File: src/rtl/clic_irq_sched.sv
// CLIC interrupt scheduler: per-source gateway, registered priority arbiter and
// valid/ready/kill handshake sequencer toward the core.
module clic_irq_sched #(
  parameter int N_SOURCE   = 32,
  parameter int INTCTLBITS = 8,
  localparam int ID_W      = $clog2(N_SOURCE)
) (
  input  logic                     clk_i,
  input  logic                     rst_ni,
  input  logic [N_SOURCE-1:0]      src_i,
  input  logic [N_SOURCE-1:0][7:0] intctl_i,
  input  logic [N_SOURCE-1:0]      ie_i,
  input  logic [N_SOURCE-1:0]      le_i,
  input  logic [N_SOURCE-1:0]      shv_i,
  input  logic [N_SOURCE-1:0]      ip_sw_i,
  input  logic [7:0]               thresh_i,
  output logic [N_SOURCE-1:0]      ip_o,
  output logic                     irq_valid_o,
  input  logic                     irq_ready_i,
  output logic [ID_W-1:0]          irq_id_o,
  output logic [7:0]               irq_level_o,
  output logic                     irq_shv_o,
  output logic                     irq_kill_req_o,
  input  logic                     irq_kill_ack_i
);

  localparam int LOW_BITS = 8 - INTCTLBITS;
  localparam logic [7:0] LOW_MASK = 8'((1 << LOW_BITS) - 1);

  typedef enum logic [1:0] {
    IDLE   = 2'd0,
    ACTIVE = 2'd1,
    KILL   = 2'd2,
    WAIT   = 2'd3
  } state_t;

  // Unimplemented intctl LSBs arbitrate as ones.
  function automatic logic [7:0] eff_lvl(input logic [7:0] ctl);
    return ctl | LOW_MASK;
  endfunction

  logic [N_SOURCE-1:0] src_p0;
  logic [N_SOURCE-1:0] ip_p0;
  logic [N_SOURCE-1:0] ip_d;

  logic                vld_p1;
  logic [ID_W-1:0]     win_id_p1;
  logic [7:0]          win_lvl_p1;
  logic                win_shv_p1;

  logic                best_vld;
  logic [ID_W-1:0]     best_id;
  logic [7:0]          best_lvl;
  logic                best_shv;

  state_t              state_q, state_d;
  logic                vld_p2, vld_d;
  logic                kill_p2, kill_d;
  logic [ID_W-1:0]     id_p2, id_d;
  logic [7:0]          lvl_p2, lvl_d;
  logic                shv_p2, shv_d;
  logic                claim;

  // ---- stage p0: gateway (edge detect / level follow, claim clear) ----
  always_comb begin
    ip_d = ip_p0;
    for (int i = 0; i < N_SOURCE; i++) begin
      if (le_i[i]) begin
        // A new edge or software set wins over a claim in the same cycle.
        ip_d[i] = (src_i[i] & ~src_p0[i]) | (ip_sw_i[i] & ~ip_p0[i]) |
                  (ip_p0[i] & ~(claim && (id_p2 == ID_W'(i))));
      end else begin
        ip_d[i] = src_i[i] | ip_sw_i[i];
      end
    end
  end

  always_ff @(posedge clk_i or negedge rst_ni) begin
    if (!rst_ni) begin
      src_p0 <= '0;
      ip_p0  <= '0;
    end else begin
      src_p0 <= src_i;
      ip_p0  <= ip_d;
    end
  end

  assign ip_o = ip_p0;

  // ---- stage p1: arbitration max, ties resolved toward the higher ID ----
  always_comb begin
    best_vld = 1'b0;
    best_id  = '0;
    best_lvl = '0;
    best_shv = 1'b0;
    for (int i = 0; i < N_SOURCE; i++) begin
      if (ip_p0[i] && ie_i[i] && (eff_lvl(intctl_i[i]) > thresh_i) &&
          (!best_vld || (eff_lvl(intctl_i[i]) >= best_lvl))) begin
        best_vld = 1'b1;
        best_id  = ID_W'(i);
        best_lvl = eff_lvl(intctl_i[i]);
        best_shv = shv_i[i];
      end
    end
  end

  always_ff @(posedge clk_i or negedge rst_ni) begin
    if (!rst_ni) begin
      vld_p1     <= 1'b0;
      win_id_p1  <= '0;
      win_lvl_p1 <= '0;
      win_shv_p1 <= 1'b0;
    end else begin
      vld_p1     <= best_vld;
      win_id_p1  <= best_id;
      win_lvl_p1 <= best_lvl;
      win_shv_p1 <= best_shv;
    end
  end

  // ---- stage p2: handshake sequencer and presented interrupt ----
  always_comb begin
    state_d = state_q;
    vld_d   = vld_p2;
    kill_d  = kill_p2;
    id_d    = id_p2;
    lvl_d   = lvl_p2;
    shv_d   = shv_p2;
    claim   = 1'b0;
    case (state_q)
      IDLE: begin
        if (vld_p1) begin
          vld_d   = 1'b1;
          id_d    = win_id_p1;
          lvl_d   = win_lvl_p1;
          shv_d   = win_shv_p1;
          state_d = ACTIVE;
        end
      end
      ACTIVE: begin
        if (irq_ready_i) begin
          claim   = 1'b1;
          vld_d   = 1'b0;
          state_d = WAIT;
        end else if ((vld_p1 && (win_lvl_p1 > lvl_p2)) ||
                     !(ip_p0[id_p2] && ie_i[id_p2])) begin
          kill_d  = 1'b1;
          state_d = KILL;
        end
      end
      KILL: begin
        if (irq_ready_i) begin
          claim   = 1'b1;
          vld_d   = 1'b0;
          kill_d  = 1'b0;
          state_d = WAIT;
        end else if (irq_kill_ack_i) begin
          vld_d   = 1'b0;
          kill_d  = 1'b0;
          state_d = WAIT;
        end
      end
      // One settling cycle lets the winner stage see the post-claim pending state.
      WAIT:    state_d = IDLE;
      default: state_d = IDLE;
    endcase
  end

  always_ff @(posedge clk_i or negedge rst_ni) begin
    if (!rst_ni) begin
      state_q <= IDLE;
      vld_p2  <= 1'b0;
      kill_p2 <= 1'b0;
      id_p2   <= '0;
      lvl_p2  <= '0;
      shv_p2  <= 1'b0;
    end else begin
      state_q <= state_d;
      vld_p2  <= vld_d;
      kill_p2 <= kill_d;
      id_p2   <= id_d;
      lvl_p2  <= lvl_d;
      shv_p2  <= shv_d;
    end
  end

  assign irq_valid_o    = vld_p2;
  assign irq_kill_req_o = kill_p2;
  assign irq_id_o       = id_p2;
  assign irq_level_o    = lvl_p2;
  assign irq_shv_o      = shv_p2;

endmodule

File: config.mk
export PLATFORM = sky130hd
export DESIGN_NAME = clic_irq_sched
export DESIGN_NICKNAME = d
export VERILOG_FILES = /design/src/rtl/clic_irq_sched.sv
export SDC_FILE = /design/constraint.sdc
export NUM_CORES = 1
export LEC_CHECK = 0
export ABC_AREA = 0
export BUFFER_PORTS_ARGS = -buffer_cell sky130_fd_sc_hd__buf_2
export CAP_MARGIN = 0
export CORE_ASPECT_RATIO = 0.6
export CORE_UTILIZATION = 45
export CTS_BUF_LIST = sky130_fd_sc_hd__clkbuf_8 sky130_fd_sc_hd__clkbuf_16
export DETAILED_ROUTE_END_ITERATION = 8
export PLACE_DENSITY = 0.71
export SKIP_CTS_REPAIR_TIMING = 1
export SLEW_MARGIN = 0
export SYNTH_ARGS = -nofsm -noshare
export SYNTH_HDL_FRONTEND = slang
export SYNTH_SLANG_ARGS = --single-unit
File: constraint.sdc
create_clock -name clk_i -period 58.6 [get_ports clk_i]
set_clock_uncertainty 0.05 [all_clocks]
set_input_delay 11.72 -clock clk_i [delete_from_list [all_inputs] [get_ports clk_i]]
set_output_delay 11.72 -clock clk_i [all_outputs]
set_load 0.01 [all_outputs]
After elaboration in Yosys (flattened, before gate mapping)
Cells that the tools add are included.
Storage, ports and cells
  register bits: 97
  bits of input ports: 428
  output and inout port bits: 48
  word-level logic and storage cells: 786
Operators by class
  magnitude comparators: 65
  equal/unequal tests: 40
  mux-type cells: 179
  bitwise logic cells: 288
  reductions and logical operators: 202
Operators with widths (number)
  greater-than comparator 8 bit: 33
  two-way mux 8 bit: 32
  greater-or-equal comparator 8 bit: 31
  two-way mux 5 bit: 27
  logical AND 1 bit: 129
  two-way mux 1 bit: 107
  bitwise AND 1 bit: 96
  inverter 1 bit: 96
  bitwise OR 1 bit: 96
  equality test 5 bit (second input constant): 16
  equality test 5 x 4 -> 1 bit (second input constant): 8
  logical NOT 1 bit: 32
  logical OR 1 bit: 32
  equality test 5 x 3 -> 1 bit (second input constant): 4
  two-way mux 2 bit: 7
  binary-select mux 1 bit (select 5 bit): 2
  equality test 5 x 2 -> 1 bit (second input constant): 2
  != test 2 bit (second input constant): 4
  case mux 2 bit (4 select lines): 1
  AND reduction 4 bit: 2
  less-than comparator 5 x 6 -> 1 bit (second input constant): 1
  != test 3 bit (second input constant): 2
  equality test 5 x 1 -> 1 bit (second input constant): 1
  logical NOT 5 bit: 1
  11 further kinds: 12

Depth between registers and ports, before layout
Gate-level depths: netlist of the first run.
  word-level depth: 127
  depth in mapped cells: 351
  gate-level depth less buffers: 319

Worst setup path before layout of the first run
Ideal clock, no wire load.
  path kind: input to register
  start point: input thresh_i[5]
  end point: register win_lvl_p1[2]
  setup time: 0.120 ns
  arrival time: 71.549 ns
  data required time: 58.430 ns
  path slack: -13.120 ns
  cell stages on the path: 332
  buffers on the path: 38
  cells stage by stage: inv_1 -> ha_1 -> a211oi_1 -> nor2_1 -> o31ai_1 -> nor2_1 -> buf_2 -> nand2_1 -> inv_1 -> ha_1 -> nand2b_1 -> a2111oi_0 -> o31ai_1 -> nor3_1 -> nor2_1 -> clkbuf_1 -> o21ai_0 -> inv_1 -> [296 not listed] -> clkbuf_1 -> nor2_1 -> a31oi_1 -> ha_1 -> nand2b_1 -> a21oi_1 -> nor2b_1 -> o21ai_0 -> nand2b_1 -> a21oi_1 -> nor2b_1 -> o21ai_0 -> nand2b_1 -> a21oi_1 -> a21o_1 -> clkbuf_1 -> o21ai_0 -> a31o_2
On the way
  cells in the longest elaborated chain, start to end: 127
  elaborated cells between the ends (all ways): 251
  classes of those cells: 63 x order compare; 63 x mux; 125 x reduce/logical
RTL lines
  start, declared: RTL line 16  | input logic [7:0] thresh_i,
  greater-than comparator 8 bit: RTL line 97  | if (ip_p0[i] && ie_i[i] && (eff_lvl(intctl_i[i]) > thresh_i) &&
  logical AND 1 bit: RTL line 97
  two-way mux 8 bit / two-way mux 1 bit (equally long branches): RTL line 97
  greater-or-equal comparator 8 bit / logical NOT 1 bit (equally long branches): RTL line 98  | (!best_vld || (eff_lvl(intctl_i[i]) >= best_lvl))) begin
  logical OR 1 bit: RTL line 98
  logical AND 1 bit: RTL line 97
  two-way mux 8 bit / two-way mux 1 bit (equally long branches): RTL line 97
  greater-or-equal comparator 8 bit / logical NOT 1 bit (equally long branches): RTL line 98
  [112 not listed]
  logical OR 1 bit: RTL line 98
  logical AND 1 bit: RTL line 97
  two-way mux 8 bit / two-way mux 1 bit (equally long branches): RTL line 97
  greater-or-equal comparator 8 bit / logical NOT 1 bit (equally long branches): RTL line 98
  logical OR 1 bit: RTL line 98
  logical AND 1 bit: RTL line 97
  two-way mux 8 bit (*): RTL line 97
  named net best_lvl[2]: RTL line 53  | logic [7:0] best_lvl;
  end signal, assigned: RTL line 116  | win_lvl_p1 <= best_lvl;
  end, declared: RTL line 48  | logic [7:0] win_lvl_p1;
Mark *: on every way through the listed nets, which the timed path passes. The rest lies on a longest branch.
A chain may end at the register's enable or synchronous reset.

Worst setup path after layout of the first run
  start point: input thresh_i[5]
  end point: register win_shv_p1
On the way
  cells in the longest elaborated chain, start to end: 127
  elaborated cells between the ends (all ways): 282
  classes of those cells: 63 x order compare; 94 x mux; 125 x reduce/logical
RTL lines
  greater-than comparator 8 bit: RTL line 97
  logical AND 1 bit: RTL line 97
  two-way mux 8 bit / two-way mux 1 bit (equally long branches): RTL line 97
  greater-or-equal comparator 8 bit / logical NOT 1 bit (equally long branches): RTL line 98
  logical OR 1 bit: RTL line 98
  logical AND 1 bit: RTL line 97
  two-way mux 8 bit / two-way mux 1 bit (equally long branches): RTL line 97
  greater-or-equal comparator 8 bit / logical NOT 1 bit (equally long branches): RTL line 98
  [112 not listed]
  logical OR 1 bit: RTL line 98
  logical AND 1 bit: RTL line 97
  two-way mux 8 bit / two-way mux 1 bit (equally long branches): RTL line 97
  greater-or-equal comparator 8 bit / logical NOT 1 bit (equally long branches): RTL line 98
  logical OR 1 bit: RTL line 98
  logical AND 1 bit: RTL line 97
  two-way mux 1 bit (*): RTL line 97
  named net best_shv: RTL line 54  | logic best_shv;
  end signal, assigned: RTL line 117  | win_shv_p1 <= best_shv;
  end, declared: RTL line 49  | logic win_shv_p1;
Marks and branches as above.

==> results of run 1 <==
[cells in the final DEF (no fill, tap or decap), drive strengths merged, types with 44 or more instances in the layout]
cell	n
nor2b	53
nand2	245
buf	1172
inv	177
nor2	167
dfrtp	97
a21oi	236
nand2b	70
ha	495
o21ai	139
and2	49
a21o	118
mux2	54
o21a	71
mux2i	44
nand3	94
[synth_stat cells (7+ instances only)]
master / instances
sky130_fd_sc_hd__a211o_1: 13
sky130_fd_sc_hd__a211oi_1: 23
sky130_fd_sc_hd__a21o_1: 118
sky130_fd_sc_hd__a21oi_1: 234
sky130_fd_sc_hd__a221o_1: 33
sky130_fd_sc_hd__a311o_1: 8
sky130_fd_sc_hd__a311oi_1: 11
sky130_fd_sc_hd__a31oi_1: 16
sky130_fd_sc_hd__and2_1: 47
sky130_fd_sc_hd__and3_1: 29
sky130_fd_sc_hd__and4_1: 17
sky130_fd_sc_hd__buf_2: 7
sky130_fd_sc_hd__clkbuf_1: 41
sky130_fd_sc_hd__dfrtp_1: 97
sky130_fd_sc_hd__ha_1: 495
sky130_fd_sc_hd__inv_1: 181
sky130_fd_sc_hd__mux2_2: 54
sky130_fd_sc_hd__mux2i_1: 43
sky130_fd_sc_hd__nand2_1: 244
sky130_fd_sc_hd__nand2b_1: 70
sky130_fd_sc_hd__nand3_1: 94
sky130_fd_sc_hd__nand3b_1: 10
sky130_fd_sc_hd__nand4_1: 33
sky130_fd_sc_hd__nor2_1: 163
sky130_fd_sc_hd__nor2b_1: 53
sky130_fd_sc_hd__nor3_1: 35
sky130_fd_sc_hd__nor3b_1: 8
sky130_fd_sc_hd__o2111ai_1: 11
sky130_fd_sc_hd__o211ai_1: 24
sky130_fd_sc_hd__o21a_1: 69
sky130_fd_sc_hd__o21ai_0: 130
sky130_fd_sc_hd__o21ai_1: 7
sky130_fd_sc_hd__o21bai_1: 10
sky130_fd_sc_hd__o221ai_1: 9
sky130_fd_sc_hd__o22a_1: 7
sky130_fd_sc_hd__o22ai_1: 12
sky130_fd_sc_hd__o31a_1: 9
sky130_fd_sc_hd__o31ai_1: 28
sky130_fd_sc_hd__or2_2: 28
sky130_fd_sc_hd__or3_1: 18
[metrics by stage]
step,utilization [%],std cells,setup WS [ps]
2_1_floorplan,-,2678,-6940
3_3_place_gp,63.5,4305,-8400
3_5_place_dp,63.5,4305,-9890
4_1_cts,64.1,4321,-9750
5_1_grt,70.7,4456,-10360
6_report,70.7,4457,-8150
[metal layers]
metal | vias to the layer above | GRT usage (%) | routed length [µm]
li1 | 12400 | - | -
met1 | 13100 | 60.8 | 48000
met2 | 1493 | 57.8 | 43700
met3 | 209 | 9.73 | 12000
met4 | 0 | 13.8 | 3890
met5 | - | 0 | 0
[how the worst max path moves through the flow]
stage | slack, ps | start | cells after the start | to
4_1_cts | -9750 | thresh_i[5] | 313 | win_lvl_p1[5]$_DFF_PN0_
3_5_place_dp | -9890 | thresh_i[5] | 312 | win_lvl_p1[5]$_DFF_PN0_
3_3_place_gp | -8400 | thresh_i[5] | 312 | win_shv_p1$_DFF_PN0_
5_1_grt | -10360 | thresh_i[2] | 325 | win_id_p1[4]$_DFF_PN0_
6_report | -8150 | thresh_i[5] | 323 | win_shv_p1$_DFF_PN0_
2_1_floorplan | -6940 | thresh_i[5] | 336 | win_id_p1[4]$_DFF_PN0_
[logic make-up after synthesis]
family | after synthesis
buffers and inverters | 241
multiplexers | 103
AO/OA/AOI/OAI | 869
flip-flops | 97
adder cells (fa/ha/maj) | 497
AND/OR/NAND/NOR | 871
[sequential cells by signal, indices dropped and copies added, names as in the netlist, 2 cells and up]
name and count:
win_id_p1 5, win_lvl_p1 8, src_p0 32, irq_id_o 5, ip_o 32, irq_level_o 8, state_q 2
[worst max-delay path, delay by kind of cell]
family / cells / cell delay, ps
simple gates: 83 / 10620
fa+ha+maj: 32 / 8000
buf+inv: 38 / 4700
compound gates: 157 / 28070
mux: 13 / 3770
[layout make-up]
cell class,instances,area (µm²)
tap,630,788
fill,3846,13600
clock buffer,9,225
sequential,97,2430
inverter,182,713
antenna,9,22.5
multi-input combinational,2348,20700
timing repair buffer,1175,7900
clock inverter,7,75.1
[power groups by stage]
stage          clock network, mW  registers, mW  logic, mW
2_1_floorplan                  0         0.0965      0.731
3_3_place_gp                   0         0.0987       1.25
3_5_place_dp                   0         0.0994       1.28
4_1_cts                   0.0667         0.0982       1.29
5_1_grt                   0.0687          0.100       1.67
6_report                  0.0663         0.0990       1.56
==> results.txt, run 1 <==
The setup TNS is -112820 ps, and the final critical-path share of the clock period is 114%. Summed over all nets, the half-perimeter wirelength after detailed placement is 86.9 mm. The design draws 1.73 mW. The number of max-slew violations in the final report is 0. For this design the ratio of total power to cell area is 52.6 mW/mm². The maximum number of pins on one net before global-route repair was 59.

For the worst-skew pair, the clock arrives at the later sink with an insertion delay of 400 ps. The tools report the slack of the critical path as -8150 ps. The net switching power is 801 µW. Summed over all cells, the static leakage comes to 16.2 nW. The warning count from the yosys run came out at 0.

For the starting utilization of the core area, the log shows 45.7%. Measured along the x axis, the die boundary spans 282 µm. Multiplexer cells account for 5.54% of the synthesized area.

The global-route wire length before repair is 149 mm. Sequential cells burn 5.7% of the power. The post-synthesis cell type count is 93. The launch instance of the worst min-delay path is win_id_p1[2]$_DFF_PN0_.

In this run, CTS created clock tree buffers numbering 9. After synthesis, flip-flops and latches occupy 11.5% of the total area. The post-route netlist has 44.6% of its cells at a drive strength greater than 1. No sink is reached through more buffers than the 2 on the longest clock path. The routed design could run at a clock period as short as 66750 ps.

The share of synthesized area in the top cell type comes to 29.2%. Setup repair after global routing could not meet its margin everywhere. For the pin with the worst max-slew slack, the measured transition is 1270 ps. Counting every instance in the synthesized netlist gives 2678. Cell internal power was estimated by the tool at 926 µW.

The beginning of the worst register-to-register path is ip_o[0]$_DFF_PN0_. Across the run, the number of max-cap violations was 0. The final-report hold violation count came out at 0. For this run, design rule violations remaining after detail routing come to 0. The congestion estimate from routability-driven global placement came to 1.05. The worst register-to-register path has a depth of 320. By area, the combinational part of the netlist is dominated by adder cells. After Yosys synthesis, XOR and XNOR cells account for 0% of the synthesized area. The worst hold path cell count was 1; the worst relative slew slack was 15.1%.

The number of nets handed over by synthesis was 3601. The tools report the via count of the first global-routing pass as 24800. The floorplan has 61 rows. The run gives 0 as the remaining global-route overflow. The post-placement cell area was 0.0295 mm²; the maximum achievable frequency was 15.0 MHz. The adder-cell area share of the yosys netlist is 29.3%. The largest total area in the synthesized netlist belongs to sky130_fd_sc_hd__ha_1. After routing the design area is 0.0328 mm². After detailed routing, the number of vias per cell comes to 6.11. The clock network is responsible for 3.8% of the overall power. The run gives 97 as the clock sink count. TritonCTS built the clock tree. The path with the worst hold slack has its endpoint at irq_id_o[2]$_DFFE_PN0P_. The data arrival time at the worst-slack endpoint is 67000 ps, and the number of buffers added on ports is 475.

The highest fanout seen on the critical path was 8. Dominant synthesized flop cell: sky130_fd_sc_hd__dfrtp_1. The run gives 3 as the CTS H-tree depth.

The number of primary I/O pins is 476. The synthesized design contains 0 enable-type register cells. For this run, the slowest stage of the critical path takes 510 ps.

The netlist area before placement is 0.0212 mm², and the count of antenna-violating nets left after detailed routing is 0. The detail-routed net length per standard cell was 24.1 µm. Dominant cell type by count on the critical path: sky130_fd_sc_hd__a21o_1.

The floorplan step set the die height to 170 µm. Worst min-delay path category: reg2reg. The area growth from synthesis to layout is 54.8%.

The run finished, with violations left. The worst-case IR drop observed on VDD is 0.0000578 V. The run gives 4736 as the post-layout net count. The standard cell with the maximum stage delay on the critical path is sky130_fd_sc_hd__or4_4. After Yosys synthesis, and, or, nand and nor cells account for 20.8% of the synthesized area.

The type of the worst setup path was in2reg. Sorting the synthesized cells by area gives the leading types as sky130_fd_sc_hd__ha_1 29%, sky130_fd_sc_hd__dfrtp_1 11%, sky130_fd_sc_hd__a21oi_1 5.5%, sky130_fd_sc_hd__nand2_1 4.3%, sky130_fd_sc_hd__a21o_1 4.2%. Worst endpoint required time: 58850 ps. The total track usage came out at 41.3%. Of all flip-flops after synthesis, the portion carrying an async set or reset was 100%.

The endpoint class of the critical path was a register. In this run the critical register-to-register path is captured at win_shv_p1$_DFF_PN0_. The final reports fail on negative setup slack.

Setup violations remaining at the end of the flow were counted as 14. The tools report the register-to-register setup slack as 3270 ps. The tightest hold path in the finished design has a slack of 433 ps.

The routed via count is 27200. In this run, the combinational gates consume 90.4% of the power. After synthesis the netlist holds a flip-flop and latch count of 97. Wires add up to 108 mm.

Summing the areas of all compound-gate instances in the mapped netlist gives 28.5% of the synthesized area. The core region is 0.0464 mm². After clock tree synthesis, the clock-pin slew on the worst setup and hold paths is 70 ps.

For the initial antenna violation count, the log shows 9. In this run the clock root is driven by a sky130_fd_sc_hd__clkbuf_16. The switching share of power is 46.4%. The first routing iteration left 2958 violations. The number of detailed-routing iterations run before antenna repair was 5; the die outline area was 0.0480 mm². STA classifies the critical path startpoint as a primary input. A synthesized cell averages 7.91 µm².
Power figures use the tool's default switching activity.
==> run 2, diff against run 1 <==
Settings changed: RECOVER_POWER from default to 50.
==> run 2 against run 1 <==
The flow finishes with violations (max-capacitance violations, max-slew violations, negative setup slack). Combinational power about the same. Maximum frequency about the same. Setup slack worse by 47 ps. Register-to-register slack lost 60 ps. Non-clock buffer count stayed put. Final area down 0.17%. Sequential cell count stayed put. Die area did not move. Count of clock-buffer cells in the layout unchanged. Global-route usage unchanged. Sequential power barely moved. Critical path type unchanged. Largest cell class unchanged. Highest routed layer unchanged.
==> results.txt, run 2 (same netlist as run 1, synthesis figures left out) <==
The flow ran to the end, but the final reports show violations. The final reports fail on max-capacitance violations, max-slew violations, negative setup slack. The run gives 45.7% (unchanged) as the starting utilization of the core area.

The CTS clock-pin slew for the worst setup and hold paths was 70 ps (about the same). Static leakage: 16.1 nW (-0.66%). The tools report the floorplan core area as 0.0464 mm² (unchanged). The worst-case hold slack came out at 433 ps (+0.323 ps). The number of buffers added on ports came out at 475 (unchanged). The run gives 70.6% (-0.12 points) as the share of the core filled with cells. The standard cell with the maximum stage delay on the critical path was sky130_fd_sc_hd__or4_4. The run gives 14 (unchanged) as the number of endpoints failing setup at the final stage.

The clock buffer count from CTS is 9 (unchanged). The library cell used most frequently in the layout, excluding fill and tap cells, is sky130_fd_sc_hd__buf_4. The top cell types in the final layout, fill and taps aside, are 652 x sky130_fd_sc_hd__buf_4, 436 x sky130_fd_sc_hd__ha_1, 429 x sky130_fd_sc_hd__buf_2. The power density of the placed cells is 52.7 mW/mm² (+0.13%), and the weighted congestion at the end of routability-driven global placement is 1.05 (unchanged). The initial antenna violation count was 9 (unchanged); the number of remaining DRC errors was 0 (unchanged).

The height of the die is 170 µm (unchanged), and the maximum achievable frequency is 15.0 MHz (about the same). The max-capacitance violation count is 1 (+1), and the row count is 61 (unchanged). Global-route wire length before repair: 149 mm (unchanged). Number of detailed-routing iterations run before antenna repair: 7 (+2). The slew of the pin with the lowest slew margin is 2500 ps (+1230 ps), and the minimum clock period after layout is 66800 ps (+47.0 ps). The worst setup path is captured at a register.

The worst min-delay path category is reg2reg. For the number of primary I/O pins, the log shows 476 (unchanged). The root buffer cell chosen for the clock tree is sky130_fd_sc_hd__clkbuf_16.

The count of fill cells added during filler insertion was 3874 (+0.73%); the clock sink count was 97 (unchanged). The remaining global-route overflow is 0 (unchanged). The final critical-path share of the clock period works out to 114% (about the same).

The maximum number of pins on one net before global-route repair was 59 (unchanged); the detailed-route vias per instance was 6.11 (about the same). The number of max-slew violations in the final report came out at 41 (+41). The logs give 3 (unchanged) for the CTS H-tree depth and 0 (unchanged) for the count of antenna-violating nets left after detailed routing.

The worst endpoint required time came out at 58850 ps (about the same). The via count of the first global-routing pass was 24800 (unchanged); the final-report hold violation count was 0 (unchanged). The total track usage came out at 41.3% (unchanged). The highest fanout seen on the critical path was 8 (unchanged); the number of DRC markers after the initial detailed-route iteration was 2951 (-0.24%). The width of the die was 282 µm (unchanged); the area growth from synthesis to layout was 54.6%. Setup repair after global routing could not meet its margin everywhere. Counting stages on the worst path, the most repeated cell is sky130_fd_sc_hd__a21o_1. The slack of the critical path came out at -8200 ps (-47.0 ps).

The detail-routed net length per standard cell is 24.1 µm (about the same). The tools report the routed via count as 27200 (-0.029%). The worst-skew pair later-pin latency was 400 ps (about the same); the buffer levels on the longest clock path was 2 (unchanged). Post-layout net count: 4736 (unchanged). Stage delay of the slowest cell on the critical path: 510 ps (about the same). The worst relative slew slack is -66.9% (-82 points), and the data arrival time at the worst-slack endpoint is 67050 ps (+50 ps). Register-to-register setup slack: 3210 ps (-60 ps). The type of the worst setup path was in2reg. The tools report the total wire length after detailed routing as 108 mm (about the same). TritonCTS built the clock tree. The type of origin of the critical path was a primary input. The detailed-placement wirelength estimate is 86.9 mm (unchanged), and the maximum ir drop on the vdd rail is 0.0000577 V (-0.13%).

The die outline area came out at 0.0480 mm² (unchanged). The fraction of layout instances using a drive strength above 1 is 43.5% (-1.1 points).
-- run 2: critical path: cells and delay by family --
kind / cells / cell delay [ps]
AOI/OAI and AO/OA: 157 / 28140
and+or+nand+nor: 83 / 10600
adders and majority gates: 32 / 8010
buffers and inverters: 38 / 4720
muxes: 13 / 3780
-- run 2: per-layer routing --
layer / wire (µm) / track usage [%] / up-vias
li1: - / - / 12400
met1: 48000 / 60.8 / 13200
met2: 43700 / 57.8 / 1456
met3: 11900 / 9.73 / 219
met4: 3980 / 13.8 / 0
met5: 0 / 0 / -
-- run 2: worst paths after layout --
path,depth (start not counted),start,end
min in group asynchronous,1,rst_ni,irq_level_o[3]$_DFFE_PN0P_
worst max-delay path,323,thresh_i[5],win_shv_p1$_DFF_PN0_
worst max register to register,320,ip_o[0]$_DFF_PN0_,win_shv_p1$_DFF_PN0_
worst min register to register,1,win_id_p1[2]$_DFF_PN0_,irq_id_o[2]$_DFFE_PN0P_
max in group asynchronous,2,rst_ni,ip_o[13]$_DFF_PN0_
worst min-delay path,1,win_id_p1[2]$_DFF_PN0_,irq_id_o[2]$_DFFE_PN0P_
-- run 2: where the power goes --
group	internal [mW]	leakage, nW	switching (mW)
clock network	0.0335	0.151	0.0329
registers	0.0839	1.08	0.0152
logic	0.808	14.9	0.753
-- run 2: area by class of cell --
type	count	area (µm²)	area share, %
Inverter	182	713	2.18
Multi-Input combinational cell	2348	20700	63.1
Timing Repair Buffer	1175	7850	24.0
Clock buffer	9	225	0.688
Clock inverter	7	75.1	0.229
Sequential cell	97	2430	7.41
Antenna cell	9	22.5	0.0688
Tap cell	630	788	2.41
-- run 2: through the flow --
stage / setup TNS (ps) / worst slack (ps) / instances / area (µm²) / total power, mW
floorplan: -95900 / -6940 / 2678 / 22500 / 0.828
global placement: -116660 / -8400 / 4305 / 29500 / 1.35
detailed placement: -137190 / -9890 / 4305 / 29500 / 1.38
CTS: -135270 / -9750 / 4321 / 29800 / 1.46
global route: -143830 / -10360 / 4456 / 32700 / 1.84
finish: -113420 / -8200 / 4457 / 32800 / 1.73
